[config.mk]
export PLATFORM = sky130hd
export DESIGN_NAME = bin_to_bcd_seq
export DESIGN_NICKNAME = d
export VERILOG_FILES = /design/src/rtl/bin_to_bcd_seq.sv
export SDC_FILE = /design/constraint.sdc
export NUM_CORES = 1
export LEC_CHECK = 0
export BUFFER_PORTS_ARGS = -buffer_cell sky130_fd_sc_hd__buf_2
export CAP_MARGIN = 20
export CELL_PAD_IN_SITES_DETAIL_PLACEMENT = 2
export CELL_PAD_IN_SITES_GLOBAL_PLACEMENT = 2
export CORE_ASPECT_RATIO = 1.2
export CORE_MARGIN = 10
export CORE_UTILIZATION = 35
export DETAILED_ROUTE_END_ITERATION = 7
export PLACE_DENSITY_LB_ADDON = 0.1
export SETUP_SLACK_MARGIN = 0.3
export SYNTH_ARGS = -nofsm -noshare
export SYNTH_HDL_FRONTEND = slang
export SYNTH_SLANG_ARGS = --single-unit
[constraint.sdc]
create_clock -name clk -period 2.45 [get_ports clk]
set_clock_uncertainty 0.1 [all_clocks]
set_input_delay 0.735 -clock clk [delete_from_list [all_inputs] [get_ports clk]]
set_output_delay 0.735 -clock clk [all_outputs]
set_load 0.03 [all_outputs]
[src/rtl/bin_to_bcd_seq.sv]
// Sequential double-dabble binary-to-BCD converter.
// One add-3/shift step per clock; result and done pulse appear together,
// WIDTH+1 cycles after an accepted start.
module bin_to_bcd_seq #(
    parameter int unsigned WIDTH  = 16,
    parameter int unsigned DIGITS = 8
) (
    input  logic                  clk,
    input  logic                  reset,
    input  logic                  start,
    input  logic [WIDTH-1:0]      bin_in,
    output logic                  busy,
    output logic                  done,
    output logic                  valid,
    output logic [4*DIGITS-1:0]   bcd_out
);

    localparam int unsigned BW = 4 * DIGITS;
    localparam int unsigned CW = $clog2(WIDTH + 1);
    localparam logic [CW-1:0] LastCnt = CW'(WIDTH - 1);

    typedef enum logic [1:0] {
        StIdle,
        StShift,
        StDone
    } state_e;

    state_e            state_q, state_d;
    logic [WIDTH-1:0]  shift_q, shift_d;
    logic [BW-1:0]     scratch_q, scratch_d;
    logic [CW-1:0]     cnt_q, cnt_d;
    logic [BW-1:0]     bcd_q, bcd_d;
    logic              done_q, done_d;
    logic              valid_q, valid_d;

    logic [BW-1:0]     adj;
    logic [BW-1:0]     scratch_step;
    logic [WIDTH-1:0]  shift_step;

    // One double-dabble step: add 3 to every digit >= 5 (all from pre-step values), then shift.
    always_comb begin
        adj = scratch_q;
        for (int i = 0; i < int'(DIGITS); i++) begin
            if (scratch_q[4*i +: 4] >= 4'd5) begin
                adj[4*i +: 4] = scratch_q[4*i +: 4] + 4'd3;
            end
        end
        {scratch_step, shift_step} = {adj[BW-2:0], shift_q, 1'b0};
    end

    // Next-state and datapath update; result is published on the edge entering StDone
    // so done and the new bcd_out are visible in the same cycle.
    always_comb begin
        state_d   = state_q;
        shift_d   = shift_q;
        scratch_d = scratch_q;
        cnt_d     = cnt_q;
        bcd_d     = bcd_q;
        done_d    = 1'b0;
        valid_d   = valid_q;
        unique case (state_q)
            StIdle: begin
                if (start) begin
                    shift_d   = bin_in;
                    scratch_d = '0;
                    cnt_d     = '0;
                    state_d   = StShift;
                end
            end
            StShift: begin
                shift_d   = shift_step;
                scratch_d = scratch_step;
                cnt_d     = cnt_q + CW'(1);
                if (cnt_q == LastCnt) begin
                    state_d = StDone;
                    bcd_d   = scratch_step;
                    done_d  = 1'b1;
                    valid_d = 1'b1;
                end
            end
            StDone: begin
                state_d = StIdle;
            end
            default: begin
                state_d = StIdle;
            end
        endcase
    end

    // State and datapath registers; reset wins over everything, including mid-conversion.
    always_ff @(posedge clk) begin
        if (reset) begin
            state_q   <= StIdle;
            shift_q   <= '0;
            scratch_q <= '0;
            cnt_q     <= '0;
            bcd_q     <= '0;
            done_q    <= 1'b0;
            valid_q   <= 1'b0;
        end else begin
            state_q   <= state_d;
            shift_q   <= shift_d;
            scratch_q <= scratch_d;
            cnt_q     <= cnt_d;
            bcd_q     <= bcd_d;
            done_q    <= done_d;
            valid_q   <= valid_d;
        end
    end

    assign busy    = (state_q != StIdle);
    assign done    = done_q;
    assign valid   = valid_q;
    assign bcd_out = bcd_q;

endmodule

==> results.sh <==
export IMPL_track_usage=0.1572
export IMPL_place_detailed_hpwl_um=9444
export IMPL_start_util=0.3600
export IMPL_final_setup_violating_endpoints=0
export IMPL_io_pins=54
export IMPL_drt_drc_violations_left=0
export IMPL_timing_setup_tns_ns=0
export IMPL_leakage_nw=2.057
export IMPL_final_period_utilization=0.8477
export IMPL_power_per_cell_area_nw_per_um2=599.1
export IMPL_dpl_worst_slack_ns=0.3636
export IMPL_cts_sinks=89
export IMPL_grt_first_pass_wirelength_um=21530
export IMPL_total_power_w=0.002952
export IMPL_fp_dieW_um=120.0
export IMPL_setup_repair_after_global_routing_missed_its_margin="true"
export IMPL_irDropWorstVdd_uv=263.7
export IMPL_yosys_warnings=0
export IMPL_max_slew_worst_pin_slew_ns=0.9717
export IMPL_synth_area_leader_cell="sky130_fd_sc_hd__dfxtp_1"
export IMPL_pin_count_of_the_biggest_net_entering_global_routing=41
export IMPL_dieHeight_um=140.0
export IMPL_antenna_found_initial=0
export IMPL_yosys_area_top_type_share=0.4239
export IMPL_placedCellCount=686
export IMPL_clock_fmax_mhz=481.5
export IMPL_synth_top_cells_by_area="sky130_fd_sc_hd__dfxtp_1, sky130_fd_sc_hd__nor2_1, sky130_fd_sc_hd__a21oi_1"
export IMPL_final_core_utilization=0.4220
export IMPL_timing_final_crit_period_ns=2.077
export IMPL_setup_ws_ns=0.3731
export IMPL_critPathCaptureType="output pin"
export IMPL_via_count=3748
export IMPL_syn_mean_instance_area_um2=8.577
export IMPL_cts_made_buffers=9
export IMPL_cts_root_to_sink_buffers=2
export IMPL_clock_root_buffer="sky130_fd_sc_hd__clkbuf_16"
export IMPL_mostFrequentLayoutCells="sky130_fd_sc_hd__dfxtp_1, sky130_fd_sc_hd__nor2_1, sky130_fd_sc_hd__buf_2"
export IMPL_holdBufCountCts=0
export IMPL_std_cell_rows=43
export IMPL_die_area_um2=16810
export IMPL_cts_htree_levels=3
export IMPL_cts_tree="yes"
export IMPL_count_of_antenna_diodes_in_the_layout=0
export IMPL_fraction_of_final_layout_cells_sized_beyond_drive_strength_1=0.1865
export IMPL_critical_path_max_stage_delay_ns=0.40
export IMPL_worstSkewPairLatency_ns=0.34
export IMPL_start_kind="flip-flop"
export IMPL_cpMaxStageDelayCell="sky130_fd_sc_hd__dfxtp_1"
export IMPL_synth_seq_cells=89
export IMPL_critPathRequiredTime_ns=1.62
export IMPL_critical_path_buf_inv_count=1
export IMPL_synth_lib_cells_used_distinct=40
export IMPL_critical_path_class="reg2out"
export IMPL_path_cells="or2_2 > buf_2"
export IMPL_finalHoldViolCount=0
export IMPL_final_common_cell="sky130_fd_sc_hd__dfxtp_1"
export IMPL_status="finished, final reports clean"
export IMPL_place_port_buffers=53
export IMPL_mappedNetlistNets=527
export IMPL_gpl_final_weighted_congestion=0.7446
export IMPL_number_of_max_slew_violations_in_the_final_report=0
export IMPL_layout_cells_non_filler=704
export IMPL_finalWirelength_um=13130
export IMPL_worstPathArrival_ns=1.24
export IMPL_synthToLayoutAreaGrowth_pct=17.24
export IMPL_synth_seq_area_share=0.4239
export IMPL_syn_inst=490
export IMPL_drt_iter0_markers=108
export IMPL_holdCritPathClass="reg2reg"
export IMPL_nFillCells=1348
export IMPL_vias_in_the_first_global_route=4089
export IMPL_wl_per_cell_um=18.66
export IMPL_post_synth_instance_area_um2=4203
export IMPL_detail_route_vias_per_cell=5.324
export IMPL_worstPathMaxFanout=7
export IMPL_cpLargestDelayFamily="flip-flops"
export IMPL_nets=579
export IMPL_max_cap_violations=0
export IMPL_area_inside_the_core_boundary_um2=11670
export IMPL_ant_nets=0
export IMPL_drtPass1Iterations=4
export IMPL_grt_remaining_overflow=0
export IMPL_timing_slew_headroom=0.3498
export IMPL_clkSlewWorstSetupHoldPaths_ns=0.06
tightest hold or removal path: stages, from the launching register on:
cell and delay [ns]:
sky130_fd_sc_hd__dfxtp_1 0.31, sky130_fd_sc_hd__nand2_1 0.05, sky130_fd_sc_hd__a21oi_1 0.05
synthesized netlist by cell type (all sizes together):
cell type,count
o21a,1
nand2,16
a211oi,16
buf,20
o221a,8
nand2b,12
xnor2,8
a22o,11
nand4b,1
nor2,63
and3,1
mux2i,7
or2,1
or4,1
a2111oi,6
nand3b,7
a211o,1
a22oi,3
o21ai,32
nor3,17
o21bai,1
and2,1
clkbuf,11
dfxtp,89
nand3,10
and2b,1
a21o,17
a21oi,46
mux2,1
nor3b,26
ha,18
inv,28
nor2b,8
o211ai,1
kinds of logic after synthesis:
| family | count (synthesis) | synth area share |
|---|---|---|
| fa+ha+maj | 18 | 0.05359 |
| xor+xnor | 8 | 0.01667 |
| buf+inv | 59 | 0.06163 |
| mux | 8 | 0.01935 |
| compound gates | 143 | 0.2215 |
| simple gates | 165 | 0.2033 |
| flops | 89 | 0.4239 |
per-stage QoR:
step | instance area [um2] | hold WS (ns)
after floorplan | 4203 | 0.3415
after global placement | 4638 | 0.3494
after detailed placement | 4638 | 0.3571
after CTS | 4902 | 0.3659
after global routing | 4927 | 0.4103
final | 4927 | 0.3619
metal layers:
metal / GRT usage / part of all wire
met5: 0 / 0
met4: 0.04771 / 0.011
met3: 0.02895 / 0.029
met2: 0.2915 / 0.54
met1: 0.1761 / 0.42
what timing repair did:
action	in CTS	in global routing
buffers inserted	0	1
gates resized for setup	0	4
setup endpoints to repair	0	13
path summary, 6_finish.rpt:
| kind | from | end | slack (ns) | depth (start not counted) |
|---|---|---|---|---|
| worst max-delay path | state_q[0] | busy | 0.37 | 2 |
| worst min register to register | bcd_out[30] | bcd_out[30] | 0.36 | 2 |
| worst min-delay path | bcd_out[30] | bcd_out[30] | 0.36 | 2 |
| worst max register to register | cnt_q[0] | bcd_out[29] | 0.43 | 6 |
report_power, final:
| part | switching [W] | internal, W |
|---|---|---|
| clock network | 0.000584 | 0.000681 |
| logic | 0.000121 | 0.0000713 |
| registers | 0.0000215 | 0.00147 |
layout make-up:
type / count / area [um2] / share of cell area
clock buffers: 10 / 229.0 / 0.04647
clock inverters: 6 / 35.03 / 0.007110
inverters: 28 / 108.9 / 0.02209
multi-input cells: 342 / 2168 / 0.4401
flip-flops and latches: 89 / 1782 / 0.3616
well taps: 157 / 196.4 / 0.03987
repair buffers: 71 / 400.4 / 0.08126
repair inverters: 1 / 7.507 / 0.001524
registers in the layout (all words and copies together) (netlist names):
signal,count
bcd_out,32
scratch_q,32
shift_q,16
cnt_q,5
state_q,2
done,1
valid,1
Note: power is estimated with default switching activity, not from simulation.
